<file path="src/rtl/iod_eye_center_train.sv">
// ============================================================================
//  Module   : iod_eye_center_train
//  Purpose  : Per-bit IOD delay-line sweep that finds the widest passing eye
//             window and parks each lane at the centre tap of that window.
//  Revision : 1.0 - initial release
// ============================================================================
`default_nettype none

module iod_eye_center_train #(
    parameter int NUM_BITS      = 8,
    parameter int TAP_W         = 7,
    parameter int MAX_TAP       = 127,
    parameter int SETTLE_CYCLES = 4,
    parameter int SAMPLE_CYCLES = 16
) (
    input  logic                FAB_CLK,
    input  logic                SYNC_RST,
    input  logic                START,
    output logic                BUSY,
    output logic                DONE,
    output logic [NUM_BITS-1:0] ERR,
    output logic [NUM_BITS-1:0] DELAY_LINE_MOVE,
    output logic [NUM_BITS-1:0] DELAY_LINE_DIRECTION,
    output logic [NUM_BITS-1:0] DELAY_LINE_LOAD,
    output logic [NUM_BITS-1:0] EYE_MONITOR_CLEAR_FLAGS,
    input  logic [NUM_BITS-1:0] EYE_MONITOR_EARLY,
    input  logic [NUM_BITS-1:0] EYE_MONITOR_LATE,
    input  logic [NUM_BITS-1:0] DELAY_LINE_OUT_OF_RANGE,
    input  logic [((NUM_BITS > 1) ? $clog2(NUM_BITS) : 1)-1:0] TAP_RD_SEL,
    output logic [TAP_W-1:0]    TAP_RD_DATA
);

    localparam int c_SEL_W = (NUM_BITS > 1) ? $clog2(NUM_BITS) : 1;
    localparam int c_CNT_W = 16;

    localparam logic [c_SEL_W-1:0] c_LAST_BIT     = c_SEL_W'(NUM_BITS - 1);
    localparam logic [TAP_W-1:0]   c_MAX_TAP      = TAP_W'(MAX_TAP);
    localparam logic [c_CNT_W-1:0] c_SETTLE_LAST  = c_CNT_W'(SETTLE_CYCLES - 1);
    localparam logic [c_CNT_W-1:0] c_SAMPLE_LAST  = c_CNT_W'(SAMPLE_CYCLES - 1);

    localparam logic [3:0] S_IDLE   = 4'd0;
    localparam logic [3:0] S_LOAD   = 4'd1;
    localparam logic [3:0] S_SETTLE = 4'd2;
    localparam logic [3:0] S_CLEAR  = 4'd3;
    localparam logic [3:0] S_SAMPLE = 4'd4;
    localparam logic [3:0] S_EVAL   = 4'd5;
    localparam logic [3:0] S_STEP   = 4'd6;
    localparam logic [3:0] S_RETURN = 4'd7;
    localparam logic [3:0] S_NEXT   = 4'd8;
    localparam logic [3:0] S_FINISH = 4'd9;

    logic [3:0]          r_state;
    logic [3:0]          w_next;
    logic [c_SEL_W-1:0]  r_bit;
    logic [TAP_W-1:0]    r_tap;
    logic [TAP_W-1:0]    r_run_start;
    logic [TAP_W-1:0]    r_best_start;
    logic [TAP_W:0]      r_run_len;
    logic [TAP_W:0]      r_best_len;
    logic [c_CNT_W-1:0]  r_cnt;
    logic                r_fail;
    logic                r_returning;
    logic                r_dir_ready;
    logic [NUM_BITS-1:0] r_dir;
    logic [NUM_BITS-1:0] r_err;
    logic [TAP_W-1:0]    r_results [NUM_BITS];

    logic [NUM_BITS-1:0] w_onehot;
    logic [NUM_BITS-1:0] w_move;
    logic [NUM_BITS-1:0] w_load;
    logic [NUM_BITS-1:0] w_clear;
    logic                w_bit_fail;
    logic                w_settle_done;
    logic                w_sample_done;
    logic                w_sweep_end;
    logic                w_have_eye;
    logic                w_ret_down;
    logic [TAP_W:0]      w_run_len_inc;
    logic [TAP_W:0]      w_best_len_m1;
    logic [TAP_W:0]      w_centre;

    assign w_onehot      = NUM_BITS'(1) << r_bit;
    assign w_bit_fail    = EYE_MONITOR_EARLY[r_bit] | EYE_MONITOR_LATE[r_bit];
    assign w_settle_done = (r_cnt == c_SETTLE_LAST);
    assign w_sample_done = (r_cnt == c_SAMPLE_LAST);
    assign w_sweep_end   = (r_tap == c_MAX_TAP) || DELAY_LINE_OUT_OF_RANGE[r_bit];
    assign w_run_len_inc = r_run_len + 1'b1;
    assign w_have_eye    = (r_best_len != '0);
    assign w_best_len_m1 = r_best_len - 1'b1;
    // Centre is kept one bit wider so it can be compared against the tap directly.
    assign w_centre      = {1'b0, r_best_start} + (w_best_len_m1 >> 1);
    assign w_ret_down    = ({1'b0, r_tap} > w_centre);

    always_ff @(posedge FAB_CLK) begin
        if (SYNC_RST) begin
            r_state <= S_IDLE;
        end else begin
            r_state <= w_next;
        end
    end

    always_comb begin
        w_next  = r_state;
        w_move  = '0;
        w_load  = '0;
        w_clear = '0;
        case (r_state)
            S_IDLE:   if (START) w_next = S_LOAD;
            S_LOAD: begin
                w_load = w_onehot;
                w_next = S_SETTLE;
            end
            S_SETTLE: if (w_settle_done) w_next = r_returning ? S_RETURN : S_CLEAR;
            S_CLEAR: begin
                w_clear = w_onehot;
                w_next  = S_SAMPLE;
            end
            S_SAMPLE: if (w_sample_done) w_next = S_EVAL;
            S_EVAL:   w_next = w_sweep_end ? S_RETURN : S_STEP;
            S_STEP: begin
                w_move = w_onehot;
                w_next = S_SETTLE;
            end
            S_RETURN: begin
                if (!w_have_eye) begin
                    w_load = w_onehot;
                    w_next = S_NEXT;
                end else if (w_ret_down) begin
                    // First RETURN cycle only lets the down direction settle.
                    if (r_dir_ready) begin
                        w_move = w_onehot;
                        w_next = S_SETTLE;
                    end
                end else begin
                    w_next = S_NEXT;
                end
            end
            S_NEXT:   w_next = (r_bit == c_LAST_BIT) ? S_FINISH : S_LOAD;
            S_FINISH: w_next = S_IDLE;
            default:  w_next = S_IDLE;
        endcase
    end

    always_ff @(posedge FAB_CLK) begin
        if (SYNC_RST) begin
            r_bit        <= '0;
            r_tap        <= '0;
            r_run_start  <= '0;
            r_best_start <= '0;
            r_run_len    <= '0;
            r_best_len   <= '0;
            r_cnt        <= '0;
            r_fail       <= 1'b0;
            r_returning  <= 1'b0;
            r_dir_ready  <= 1'b0;
            r_dir        <= '0;
            r_err        <= '0;
            for (int i = 0; i < NUM_BITS; i++) begin
                r_results[i] <= '0;
            end
        end else begin
            case (r_state)
                S_IDLE: begin
                    if (START) begin
                        r_err <= '0;
                        r_bit <= '0;
                    end
                end
                S_LOAD: begin
                    r_tap        <= '0;
                    r_run_start  <= '0;
                    r_best_start <= '0;
                    r_run_len    <= '0;
                    r_best_len   <= '0;
                    r_cnt        <= '0;
                    r_returning  <= 1'b0;
                    r_dir_ready  <= 1'b0;
                    r_dir        <= w_onehot;
                end
                S_SETTLE: r_cnt <= w_settle_done ? '0 : r_cnt + 1'b1;
                S_CLEAR: begin
                    r_fail <= 1'b0;
                    r_cnt  <= '0;
                end
                S_SAMPLE: begin
                    r_fail <= r_fail | w_bit_fail;
                    r_cnt  <= w_sample_done ? '0 : r_cnt + 1'b1;
                end
                S_EVAL: begin
                    if (!r_fail) begin
                        if (r_run_len == '0) r_run_start <= r_tap;
                        r_run_len <= w_run_len_inc;
                        // Strictly greater keeps the earliest of equal-width windows.
                        if (w_run_len_inc > r_best_len) begin
                            r_best_len   <= w_run_len_inc;
                            r_best_start <= (r_run_len == '0) ? r_tap : r_run_start;
                        end
                    end else begin
                        r_run_len <= '0;
                    end
                    if (w_sweep_end) begin
                        r_returning <= 1'b1;
                        r_dir       <= '0;
                    end
                end
                S_STEP: r_tap <= r_tap + 1'b1;
                S_RETURN: begin
                    r_dir_ready <= 1'b1;
                    if (!w_have_eye) begin
                        r_err[r_bit] <= 1'b1;
                        r_tap        <= '0;
                    end else if (w_ret_down && r_dir_ready) begin
                        r_tap <= r_tap - 1'b1;
                    end
                end
                S_NEXT: begin
                    r_results[r_bit] <= r_tap;
                    r_dir            <= '0;
                    r_returning      <= 1'b0;
                    if (r_bit != c_LAST_BIT) r_bit <= r_bit + 1'b1;
                end
                default: ;
            endcase
        end
    end

    always_comb begin
        TAP_RD_DATA = '0;
        for (int i = 0; i < NUM_BITS; i++) begin
            if (TAP_RD_SEL == c_SEL_W'(i)) TAP_RD_DATA = r_results[i];
        end
    end

    assign BUSY                    = (r_state != S_IDLE) && (r_state != S_FINISH);
    assign DONE                    = (r_state == S_FINISH);
    assign ERR                     = r_err;
    assign DELAY_LINE_MOVE         = w_move;
    assign DELAY_LINE_DIRECTION    = r_dir;
    assign DELAY_LINE_LOAD         = w_load;
    assign EYE_MONITOR_CLEAR_FLAGS = w_clear;

endmodule

`default_nettype wire

</file>
<file path="config.mk">
export PLATFORM = sky130hd
export DESIGN_NAME = iod_eye_center_train
export DESIGN_NICKNAME = d
export VERILOG_FILES = /design/src/rtl/iod_eye_center_train.sv
export SDC_FILE = /design/constraint.sdc
export NUM_CORES = 1
export LEC_CHECK = 0
export CAP_MARGIN = 20
export CORE_ASPECT_RATIO = 1.75
export CORE_MARGIN = 2
export CORE_UTILIZATION = 40
export DETAILED_ROUTE_END_ITERATION = 12
export SETUP_SLACK_MARGIN = 0.4
export SLEW_MARGIN = 0
export SYNTH_ARGS = -nofsm -noshare
export SYNTH_HDL_FRONTEND = slang
export SYNTH_SLANG_ARGS = --single-unit
export TNS_END_PERCENT = 1
</file>
<file path="constraint.sdc">
create_clock -name FAB_CLK -period 5.3 [get_ports FAB_CLK]
set_input_delay 0.795 -clock FAB_CLK [delete_from_list [all_inputs] [get_ports FAB_CLK]]
set_output_delay 0.795 -clock FAB_CLK [all_outputs]
set_load 0.05 [all_outputs]
</file>
Word-level counts from Yosys, hierarchy flattened
Memories as Yosys holds them, arrays and structs flattened.
Index checks and enable logic that the tools add are counted.
Word-level totals
  memories kept: 1
  word-level logic and storage cells: 161
  register bits: 79
  output and inout bits: 49
  RAM bits: 56
  input port bits: 30
Memories
  r_results: depth 8, bits a word 7, read ports 8, clocked after memory_dff 0, wr ports 8, line 66  | logic [TAP_W-1:0] r_results [NUM_BITS];
Cells by class
  order comparisons: 4
  eq/ne operators: 32
  add/sub/neg operators: 7
  reductions and logical operators: 30
  shifts and indexed selects: 1
  bitwise logic cells: 3
  muxes and demuxes: 70
Operators by type and width (number)
  two-way mux 7 bit: 15
  two-way mux 8 bit: 11
  one-hot mux 8 bit (2 select lines): 5
  one-hot mux 16 bit (3 select lines): 1
  two-way mux 16 bit: 2
  one-hot mux 4 bit (8 select lines): 1
  two-way mux 4 bit: 7
  one-hot mux 7 bit (2 select lines): 2
  one-hot mux 8 bit (3 select lines): 1
  one-hot mux 7 bit (3 select lines): 1
  adder 16 x 1 -> 16 bit (second input constant): 1
  == test 16 x 2 -> 1 bit (second input constant): 1
  == test 16 x 4 -> 1 bit (second input constant): 1
  == test 4 x 3 -> 1 bit (second input constant): 4
  != test 2 bit (second input constant): 8
  == test 3 bit (second input constant): 5
  two-way mux 1 bit: 12
  two-way mux 3 bit: 4
  nonzero test 2 bit: 6
  binary-select mux 1 bit (select 3 bit): 3
  AND reduction 3 bit: 3
  nonzero test 3 bit: 3
  adder 7 x 7 -> 8 bit: 1
  adder 8 x 1 -> 8 bit (second input constant): 1
  33 further kinds: 48

Longest topological paths before layout
Gate-level depths: netlist (run 1).
  depth in word-level cells: 9
  mapped depth: 18
  depth with buffers taken out: 17

Worst setup path after synthesis (run 1)
No wires, ideal clock.
  kind: register -> output
  start point: reg r_best_len[0]
  end point: out DELAY_LINE_MOVE[4]
  path slack: -544 ps
  cell stages (with the launch flop): 19
  arrival time: 5049 ps
  buffers on the path: 1
  required time: 4505 ps
  cells stage by stage: dfxtp_1 inv_1 ha_1 inv_1 ha_1 fa_1 a21o_1 a21oi_1 o21bai_1 a21oi_1 xor2_1 ha_1 and4_1 a221o_1 a31o_1 nand2b_1 o31a_1 clkbuf_1 nor4_1
Between the ends
  longest elaborated chain between the ends: 6
  elaborated cells on any way between the ends: 7
  those cells by class: add/sub (2); order compare (1); mux (3); reduce/logical (1)
Ends and longest elaborated chain
  start: declaration: line 59  | logic [TAP_W:0] r_best_len;
  start signal: assignment: line 195  | r_best_len <= w_run_len_inc;
  subtractor 8 x 1 -> 8 bit: line 89  | assign w_best_len_m1 = r_best_len - 1'b1;
  adder 7 x 7 -> 8 bit: line 91  | assign w_centre = {1'b0, r_best_start} + (w_best_len_m1 >> 1);
  > comparator 7 x 8 -> 1 bit: line 92  | assign w_ret_down = ({1'b0, r_tap} > w_centre);
  two-way mux 8 bit: line 128  | end else if (w_ret_down) begin
  two-way mux 8 bit (*): line 125  | if (!w_have_eye) begin
  one-hot mux 8 bit (2 select lines) (*): line 107  | case (r_state)
  end: declaration: line 22  | output logic [NUM_BITS-1:0] DELAY_LINE_MOVE,
Every way passes the cells marked *; elsewhere a longest branch is shown, timed or not.

Worst setup path after layout (run 1)
  start point: reg r_best_len[1]
  end point: out DELAY_LINE_MOVE[6]
Same word-level chain as after synthesis.

==> results by group, run 1 <==
Critical path
  – CP Depth: 19
  – Worst Path Buf+Inv: 4
  – Crit path from: r_best_len[1]
  – CP endpoint kind: output port
  – Critical Path Fanout Max: 7
  – WP data required: 4.51 ns
  – Crit path max-delay family: compound AO/OA/AOI/OAI gates
  – Reg2Reg Depth: 18
  – Worst reg2reg setup slack: roughly 1.3 ns
  – Kind of critical path: flop to output port
  – Critical-path top delay cell: dfxtp_4
  – Reg-to-Reg Start: r_best_len[1]
  – Worst setup path endpoint: DELAY_LINE_MOVE[6]
  – Slowest stage delay, CP: 0.39 ns
  – Crit Reg-Reg Endpoint: r_tap[1]
  – Worst Path Arrival: 4.28 ns
  – Worst path cell trace: inv_6 > ha_4 > inv_2 > ha_4 > fa_2 > a21o_1 > a21oi_2 > o21bai_1 > a21oi_2 > xor2_1 > ha_1 > and4_1 > a221o_1 > a31o_1 > nand2b_4 > o31a_4 > buf_12 > nor2_4 > buf_12
  – Crit path launch type: flop

Placement
  – Placed wire-length estimate: 15,970 um
  – Routability Congestion: 0.8610
  – # port buffers: 78
  – Dpl cell area: 8716 sq um
  – Pre-CTS setup slack: 0.1557 ns

Route
  – Iteration-0 DRC Markers: 326
  – Number of remaining DRC errors: 0
  – TritonRoute pass-1 iters: 5
  – Vias per inst: 5.512
  – Drt wl/cell: about 19 um
  – Drt total wl: 21,690 um
  – Via count: 6,411
  – Detail Route Antenna Nets: 0

Final layout
  – Diode count: 0
  – Area delta synth->final: 25.40%
  – Fin util: 50.71%
  – Layout cells sized above 1: between 10 and 15%
  – Cell area after layout: 9607 sq um
  – Layout net count: a little under 1,000

Logic synthesis
  – Synth area leaders: edfxtp_1 (22%), dfxtp_1 (21%), ha_1 (5.9%), nor2_1 (5.1%), a21oi_1 (3.1%)
  – Yosys reg bits: 135
  – Synthesized cell area: around 7700 sq um
  – Post-synth top area share: roughly 22%
  – Synthesis Warnings: 0
  – Asr flop ratio synth: 0%
  – Most used DFF post-synth: dfxtp_1
  – Synth unique cells: 78
  – Synthesized instance count: ~830
  – EDFF count, synth: 56
  – Seq/Total Area, Yosys: 42.59%
  – Syn_nets: 900
  – Average size of a mapped cell: around 9.2 sq um
  – Cell taking the most area after synthesis: edfxtp_1

Floorplan
  – Die Span Y: approximately 190 um
  – Core area: 18,950 sq um
  – Starting density of the core: 40.44%
  – # rows: 67
  – Die Span X: 108.6 um
  – I/O pin cnt: 79
  – Full die area: a little over 20,000 sq um

Global route
  – Global-route wire length before repair: between 30,000 and 40,000 um
  – All-layer global routing usage: between 20% and 30%
  – Remaining Overflow, GRT: 0
  – Met2 Use GR: 43.89%
  – GRT busiest layer: met2
  – Vias in the first global route: 6,684
  – M1 GR Usage: 22.41%
  – Largest net degree at the start of global routing: 58
  – GR met3 Demand/Resource: 3.345%
  – Initial antenna violation count: 0

Run
  – Max cap viols: 0

Timing
  – Max transition margin: 35.45%
  – Final setup vio count: 0
  – Slew Viols, Final: 0
  – Unrepaired setup endpoints after global routing: true
  – Post-route setup slack: approximately 0.23 ns
  – F_max: 197.2 MHz
  – Minimum clock period: 5.072 ns
  – Max Clock Skew: 0.01245 ns
  – Final period utilization: between 90% and 100%
  – Slew @ Worst Pin: 0.9682 ns
  – Final hold viol count: 0
  – Sum Neg Setup Slack: 0 ns

Clock tree
  – Clk buf depth: 2
  – Clk_lat worst skew: 0.42 ns
  – CTS tree: built
  – CTS sink count: roughly 140
  – CTS buffer count: 17
  – Clock-pin slew on the worst setup and hold paths: 0.06 ns
  – Cts hold-fix bufs: 0
  – Root Buffer: clkbuf_16
  – Htree depth: 4

Min path
  – Hold_sp: DELAY_LINE_DIRECTION[2]
  – Tightest Hold Check Type: flop to flop

Outcome
  – Outcome: finished, final reports clean

Pwr
  – P_leak: around 3.5 nW
  – Worst vdd ir: roughly 0.19 mV
  – Power Density: around 280 nW/um^2
  – Total power: 2.680 mW
[where the power goes]
part	switching (mW)	internal [mW]
registers	0.0324	1.11
logic	0.212	0.121
clock network	0.502	0.707
total	0.746	1.93
[logic make-up (layout without fill, tap and decap cells)]
family	count (synthesis)	count (layout)	synth area share [%]
buffers and inverters	83	172	4.426
XOR/XNOR	33	33	3.773
adder cells (fa/ha/maj)	37	37	6.141
flip-flops	135	135	42.59
AO/OA/AOI/OAI	167	167	15.86
multiplexers	22	22	3.577
AND/OR/NAND/NOR	356	356	23.63
[what timing repair did]
action / CTS / global route
gates resized for setup: 16 / 28
buffers inserted: 11 / 3
pin swaps: 13 / 11
endpoints found under the setup margin: 8 / 8
[stage by stage]
stage | std cells | hold WS (ns)
2_1_floorplan | 833 | 0.4432
3_3_place_gp | 1117 | 0.4473
3_5_place_dp | 1117 | 0.4525
4_1_cts | 1160 | 0.4666
5_1_grt | 1163 | 0.4814
6_report | 1163 | 0.4639
[per-layer routing]
metal	vias up	wire, um
met5	-	0
met4	0	564
met3	35	510
met2	112	12870
met1	3086	7744
li1	3178	-
[synthesized netlist by cell type (18+ instances only)]
library cell  count
nand2_1          60
a21oi_1          48
o21ai_0          18
inv_1            33
clkbuf_1         29
xor2_1           18
nand3_1          32
dfxtp_1          79
and2_1           37
nor2_1          104
edfxtp_1         56
ha_1             36
nor3_1           35
[layout by cell type, fill, tap and decap left out, types with 13 or more instances in the layout]
master	count
o21ai_0	18
nand3_1	32
edfxtp_1	56
clkbuf_16	17
mux2i_1	15
nand2_1	60
buf_4	24
nor3_1	34
clkdlybuf4s50_1	69
and2_1	37
a21oi_1	45
ha_1	33
inv_1	30
dfxtp_1	76
a22o_1	15
xor2_1	17
nor2_1	97
xnor2_1	13
[sequential cells by signal, indices dropped and copies added (netlist names), 3 cells and up]
register and count:
r_run_len 8, r_tap 7, r_best_len 8, r_results 56, DELAY_LINE_DIRECTION 8, r_state 4
r_bit 3, r_cnt 16, ERR 8, r_run_start 7, r_best_start 7
[final cells by class]
type                    count  area, sq um
repair buffers            103         1056
clock inverters            14        162.7
inverters                  37        146.4
fillers                  1827         9339
well taps                 241        301.5
flip-flops and latches    135         3272
multi-input cells         615         4239
clock buffers              18        429.2
[worst min path at each step]
stage	cells after the start	slack, ns	endpoint
2_1_floorplan	2	0.44	r_run_start[6]
3_3_place_gp	1	0.45	DELAY_LINE_DIRECTION[2]
3_5_place_dp	1	0.45	DELAY_LINE_DIRECTION[2]
4_1_cts	1	0.47	DELAY_LINE_DIRECTION[2]
5_1_grt	1	0.48	DELAY_LINE_DIRECTION[2]
6_report	1	0.46	DELAY_LINE_DIRECTION[2]
(Power assumes the default switching activity.)
==> run 2: changes to the inputs <==
Settings changed: REMOVE_ABC_BUFFERS set to 1.
==> results by group, run 2 (synthesized netlist as in run 1, its figures left out) <==
Outcome
  – Outcome: finished, final reports clean (unchanged)

Final layout
  – Layout net count: 982 (was 976)
  – Cell area after layout: 9604 sq um (was 9607 sq um)
  – Area delta synth->final: 25.36% (was 25.40%)
  – Commonest non-fill, non-tap cell in the layout: nor2_1 (unchanged)
  – Fin util: 50.69% (was 50.71%)
  – Largest Register: r_results (unchanged)
  – Commonest cells after routing, fill and taps aside: nor2_1 (100), dfxtp_1 (76), clkdlybuf4s50_1 (69), nand2_1 (59), edfxtp_1 (56) (was nor2_1 (97), dfxtp_1 (76), clkdlybuf4s50_1 (69), nand2_1 (60), edfxtp_1 (56))
  – Max reg flops: 56 (unchanged)
  – Top Registers: r_results x56, r_cnt x16 (unchanged)
  – Diode count: 0 (unchanged)
  – Layout cells sized above 1: 14.33% (was 13.99%)

Global route
  – Global-route wire length before repair: 34,440 um (was 34,770 um)
  – Remaining Overflow, GRT: 0 (unchanged)
  – All-layer global routing usage: 22.26% (about the same)
  – Initial antenna violation count: 0 (unchanged)
  – Vias in the first global route: 6,417 (was 6,684)
  – Largest net degree at the start of global routing: 54 (was 58)

Clock tree
  – CTS tree: built (unchanged)
  – Clk_lat worst skew: 0.43 ns (was 0.42 ns)
  – Root Buffer: clkbuf_16 (unchanged)
  – CTS sink count: 135 (unchanged)
  – CTS buffer count: 17 (unchanged)
  – Clock-pin slew on the worst setup and hold paths: 0.06 ns (about the same)
  – Clk buf depth: 2 (unchanged)
  – Cts hold-fix bufs: 0 (unchanged)
  – Htree depth: 4 (unchanged)

Min path
  – Tightest Hold Check Type: flop to flop (unchanged)
  – Hold_sp: DELAY_LINE_DIRECTION[4] (was DELAY_LINE_DIRECTION[2])
  – Hold EP: DELAY_LINE_DIRECTION[4] (was DELAY_LINE_DIRECTION[2])
  – Hold Path Cell Cnt: 1 (unchanged)

Floorplan
  – Core area: 18,950 sq um (unchanged)
  – Full die area: 20,320 sq um (unchanged)
  – I/O pin cnt: 79 (unchanged)
  – # rows: 67 (unchanged)
  – Starting density of the core: 40.44% (unchanged)
  – Die Span Y: 187.1 um (unchanged)
  – Die Span X: 108.6 um (unchanged)

Pwr
  – P_leak: 3.546 nW (was 3.530 nW)
  – Total power: 2.671 mW (was 2.680 mW)
  – Worst vdd ir: 0.2099 mV (was 0.1867 mV)
  – Power Density: 278.1 nW/um^2 (was 279.0 nW/um^2)

Timing
  – Final setup vio count: 0 (unchanged)
  – Final hold viol count: 0 (unchanged)
  – Max Clock Skew: 0.01153 ns (was 0.01245 ns)
  – Minimum clock period: 5.084 ns (was 5.072 ns)
  – Post-route setup slack: 0.2160 ns (was 0.2283 ns)
  – Final period utilization: 95.92% (was 95.69%)
  – F_max: 196.7 MHz (was 197.2 MHz)
  – Slew Viols, Final: 0 (unchanged)
  – Slew @ Worst Pin: 0.9249 ns (was 0.9682 ns)
  – Unrepaired setup endpoints after global routing: true (unchanged)
  – Sum Neg Setup Slack: 0 ns (unchanged)
  – Max transition margin: 38.34% (was 35.45%)

Critical path
  – Crit Reg-Reg Endpoint: r_tap[1] (unchanged)
  – Critical Path Fanout Max: 7 (unchanged)
  – CP endpoint kind: output port (unchanged)
  – Reg-to-Reg Start: r_best_len[1] (unchanged)
  – Slowest stage delay, CP: 0.36 ns (was 0.39 ns)
  – Kind of critical path: flop to output port (unchanged)
  – Worst reg2reg setup slack: 1.26 ns (was 1.28 ns)
  – Worst Path Buf+Inv: 3 (was 4)
  – Crit path max-delay family: compound AO/OA/AOI/OAI gates (unchanged)
  – Worst path cell trace: buf_6 > nor3_4 > xnor2_2 > ha_1 > a21oi_2 > nand2_2 > a21o_1 > a21oi_2 > xor2_1 > ha_1 > and3_4 > a221o_1 > a31o_1 > nand2b_4 > o31a_4 > nor4_2 > buf_4 > buf_12 (was inv_6 > ha_4 > inv_2 > ha_4 > fa_2 > a21o_1 > a21oi_2 > o21bai_1 > a21oi_2 > xor2_1 > ha_1 > and4_1 > a221o_1 > a31o_1 > nand2b_4 > o31a_4 > buf_12 > nor2_4 > buf_12)
  – Reg2Reg Depth: 17 (was 18)
  – Critical-path top delay cell: dfxtp_4 (unchanged)
  – Worst Path Arrival: 4.29 ns (was 4.28 ns)
  – Crit path from: r_best_len[1] (unchanged)
  – Crit path launch type: flop (unchanged)
  – WP data required: 4.51 ns (about the same)

Route
  – Via count: 6,589 (was 6,411)
  – Vias per inst: 5.636 (was 5.512)
  – Number of remaining DRC errors: 0 (unchanged)
  – Detail Route Antenna Nets: 0 (unchanged)
  – Iteration-0 DRC Markers: 405 (was 326)
  – Drt wl/cell: 19.03 um (was 18.65 um)
  – Drt total wl: 22,250 um (was 21,690 um)
  – TritonRoute pass-1 iters: 5 (unchanged)

Placement
  – Placed wire-length estimate: 16,150 um (was 15,970 um)
  – Routability Congestion: 0.8434 (was 0.8610)
  – Dpl cell area: 8708 sq um (was 8716 sq um)
  – Pre-CTS setup slack: 0.09287 ns (was 0.1557 ns)
  – # port buffers: 78 (unchanged)

Run
  – Max cap viols: 0 (unchanged)
run 2: cell count changes in the layout (fill, tap and decap cells not counted), sizes merged:
cell and delta:
clkbuf -1, clkinvlp +1, buf +6
run 2: how the worst max path moves through the flow:
| stage | endpoint | slack, ns | cells past startpoint |
|---|---|---|---|
| final | DELAY_LINE_MOVE[4] | 0.22 | 18 |
| after floorplan | DELAY_LINE_MOVE[4] | -0.47 | 17 |
| after global placement | DELAY_LINE_MOVE[4] | 0.21 | 19 |
| after global routing | DELAY_LINE_MOVE[4] | 0.07 | 18 |
| after CTS | DELAY_LINE_MOVE[4] | 0.08 | 19 |
| after detailed placement | DELAY_LINE_MOVE[4] | 0.09 | 19 |
run 2: through the flow:
step | hold slack, ns | std cells
floorplan | 0.4371 | 787
global placement | 0.4469 | 1118
detailed placement | 0.4527 | 1118
CTS | 0.4661 | 1164
global route | 0.4845 | 1169
finish | 0.4638 | 1169
run 2: power breakdown:
part / total (mW) / internal, mW / switching [mW]
clock: 1.20 / 0.704 / 0.495
combinational: 0.334 / 0.121 / 0.213
sequential: 1.14 / 1.11 / 0.0323
total: 2.67 / 1.93 / 0.739
run 2: repair_timing:
action	4_1_cts	5_1_grt
endpoints found under the setup margin	8	8
pin swaps	12	18
gates resized for setup	27	12
buffers inserted	14	5
run 2: cell type report:
type	instances	area [sq um]
multi-input combinational	615	4204
inverter	37	141.4
tap	241	301.5
fill	1816	9341
clock buffer	17	425.4
timing repair buffer	109	1096
clock inverter	15	166.4
sequential	135	3269
run 2: per-layer routing:
metal	global-route usage (%)	vias up	routed length, um	share of wire, %
met5	0	-	0	0
met3	3.171	59	569	2.6
met4	11.49	0	1018	4.6
met1	22.25	3189	7883	35
li1	-	3202	-	-
met2	42.79	139	12780	57
==> run 3: changes to the inputs <==
Settings changed: CORE_ASPECT_RATIO 1.75 to 0.5, SLEW_MARGIN 0 to unset.
==> results by group, run 3 (synthesized netlist as in run 1, its figures left out) <==
Outcome
  – Outcome: finished, final reports clean (unchanged)

Timing
  – Slew @ Worst Pin: 0.8843 ns (was 0.9249 ns)
  – Minimum clock period: 5.138 ns (was 5.084 ns)
  – Max transition margin: 40.89% (was 38.34%)
  – Post-route setup slack: 0.1617 ns (was 0.2160 ns)
  – Sum Neg Setup Slack: 0 ns (unchanged)
  – F_max: 194.6 MHz (was 196.7 MHz)
  – Max Clock Skew: 0.007650 ns (was 0.01153 ns)
  – Unrepaired setup endpoints after global routing: true (unchanged)
  – Final hold viol count: 0 (unchanged)
  – Final period utilization: 96.95% (was 95.92%)
  – Slew Viols, Final: 0 (unchanged)
  – Final setup vio count: 0 (unchanged)

Floorplan
  – # rows: 35 (was 67)
  – Core area: 18,570 sq um (was 18,950 sq um)
  – Starting density of the core: 41.26% (was 40.44%)
  – I/O pin cnt: 79 (unchanged)
  – Die Span Y: 101.9 um (was 187.1 um)
  – Die Span X: 199.7 um (was 108.6 um)
  – Full die area: 20,340 sq um (was 20,320 sq um)

Route
  – Vias per inst: 5.479 (was 5.636)
  – Iteration-0 DRC Markers: 415 (was 405)
  – Drt wl/cell: 17.44 um (was 19.03 um)
  – Drt total wl: 20,700 um (was 22,250 um)
  – Number of remaining DRC errors: 0 (unchanged)
  – Via count: 6,503 (was 6,589)
  – Detail Route Antenna Nets: 0 (unchanged)
  – TritonRoute pass-1 iters: 5 (unchanged)

Clock tree
  – CTS buffer count: 17 (unchanged)
  – Cts hold-fix bufs: 0 (unchanged)
  – CTS tree: built (unchanged)
  – CTS sink count: 135 (unchanged)
  – Clk_lat worst skew: 0.43 ns (about the same)
  – Clk buf depth: 2 (unchanged)
  – Clock-pin slew on the worst setup and hold paths: 0.06 ns (about the same)
  – Root Buffer: clkbuf_16 (unchanged)
  – Htree depth: 4 (unchanged)

Placement
  – Total placed cells including tap cells: 1,135 (was 1,118)
  – Placed wire-length estimate: 14,560 um (was 16,150 um)
  – Pre-CTS setup slack: 0.1814 ns (was 0.09287 ns)
  – Routability Congestion: 0.8364 (was 0.8434)
  – # port buffers: 78 (unchanged)

Critical path
  – Critical Path Fanout Max: 4 (was 7)
  – Crit path launch type: flop (unchanged)
  – Worst path cell trace: inv_2 > ha_4 > inv_2 > ha_4 > fa_2 > a21o_1 > a21oi_2 > o21bai_1 > a21oi_1 > xor2_1 > ha_1 > and4_1 > a221o_1 > a31o_1 > nand2b_4 > o31a_1 > nor4_2 > buf_4 > buf_12 (was buf_6 > nor3_4 > xnor2_2 > ha_1 > a21oi_2 > nand2_2 > a21o_1 > a21oi_2 > xor2_1 > ha_1 > and3_4 > a221o_1 > a31o_1 > nand2b_4 > o31a_4 > nor4_2 > buf_4 > buf_12)
  – Slowest stage delay, CP: 0.35 ns (was 0.36 ns)
  – Crit path max-delay family: compound AO/OA/AOI/OAI gates (unchanged)
  – WP data required: 4.51 ns (about the same)
  – Worst Path Buf+Inv: 4 (was 3)
  – Critical-path top delay cell: dfxtp_2 (was dfxtp_4)
  – Kind of critical path: flop to output port (unchanged)
  – CP endpoint kind: output port (unchanged)
  – Worst Path Arrival: 4.34 ns (was 4.29 ns)

Final layout
  – Layout cells sized above 1: 14.44% (was 14.33%)
  – Commonest cells after routing, fill and taps aside: nor2_1 (97), dfxtp_1 (76), clkdlybuf4s50_1 (69), nand2_1 (59), edfxtp_1 (56) (was nor2_1 (100), dfxtp_1 (76), clkdlybuf4s50_1 (69), nand2_1 (59), edfxtp_1 (56))
  – Max reg flops: 56 (unchanged)
  – Cell Count, Final, Fillers Out: 1,187 (was 1,169)
  – Layout net count: 982 (unchanged)
  – Fillers: 1,708 (was 1,816)
  – Commonest non-fill, non-tap cell in the layout: nor2_1 (unchanged)
  – Top Registers: r_results x56, r_cnt x16 (unchanged)
  – Diode count: 0 (unchanged)
  – Fin util: 51.87% (was 50.69%)
  – Largest Register: r_results (unchanged)
  – Area delta synth->final: 25.72% (was 25.36%)

Global route
  – Initial antenna violation count: 0 (unchanged)
  – Vias in the first global route: 6,264 (was 6,417)
  – Remaining Overflow, GRT: 0 (unchanged)
  – Largest net degree at the start of global routing: 61 (was 54)
  – All-layer global routing usage: 20.90% (was 22.26%)
  – Global-route wire length before repair: 32,910 um (was 34,440 um)

Pwr
  – Clock share of power: 46.0% (was 44.9%)
  – Power Density: 283.1 nW/um^2 (was 278.1 nW/um^2)
  – Worst vdd ir: 0.2404 mV (was 0.2099 mV)
  – Psw: 0.7445 mW (was 0.7395 mW)
  – Internal power: 1.982 mW (was 1.932 mW)
  – Total power: 2.727 mW (was 2.671 mW)
  – P_leak: 3.522 nW (was 3.546 nW)
  – Net Sw Frac: 27.30% (was 27.68%)
  – Seq pwr share: 41.8% (was 42.6%)
  – Combinational share of power: 12.2% (was 12.5%)

Run
  – Max cap viols: 0 (unchanged)

Min path
  – Tightest Hold Check Type: flop to flop (unchanged)
## run 3: final timing paths
check                           slack, ns               startpoint  depth (start not counted)                       to
worst min register to register       0.46  DELAY_LINE_DIRECTION[6]                          1  DELAY_LINE_DIRECTION[6]
worst max register to register       1.30            r_best_len[1]                         18                 r_tap[4]
worst max-delay path                 0.16            r_best_len[1]                         19       DELAY_LINE_MOVE[4]
worst min-delay path                 0.46  DELAY_LINE_DIRECTION[6]                          1  DELAY_LINE_DIRECTION[6]
## run 3: cell type report
| type | count | area [sq um] | share of cell area (%) |
|---|---|---|---|
| inverter | 37 | 138.9 | 1.442 |
| timing repair buffer | 109 | 1096 | 11.38 |
| multi-input combinational | 615 | 4190 | 43.50 |
| sequential | 135 | 3267 | 33.92 |
| clock buffer | 18 | 429.2 | 4.456 |
| tap | 259 | 324.1 | 3.365 |
| clock inverter | 14 | 186.4 | 1.936 |
## run 3: through the flow
step	hold slack, ns	instance area, sq um
floorplan	0.4371	7461
global placement	0.4478	8723
detailed placement	0.4550	8723
CTS	0.4670	9529
global route	0.4795	9632
finish	0.4628	9632
## run 3: power groups by stage
stage,Clock (mW),Combinational (mW),Sequential [mW]
global placement,0,0.330,1.16
global route,1.31,0.362,1.14
finish,1.25,0.333,1.14
detailed placement,0,0.331,1.16
floorplan,0,0.198,1.16
CTS,1.27,0.333,1.14
## run 3: per-layer routing
| metal | vias up | routed length, um | global-route usage [%] |
|---|---|---|---|
| li1 | 3203 | - | - |
| met2 | 127 | 9806 | 35.20 |
| met4 | 0 | 254 | 6.724 |
| met5 | - | 0 | 0 |
| met3 | 22 | 688 | 3.531 |
| met1 | 3151 | 9949 | 27.74 |
## run 3: what timing repair did
action | in CTS | in global routing
buffers inserted | 13 | 6
gates resized for setup | 25 | 11
pin swaps | 11 | 11
setup endpoints to repair | 8 | 8
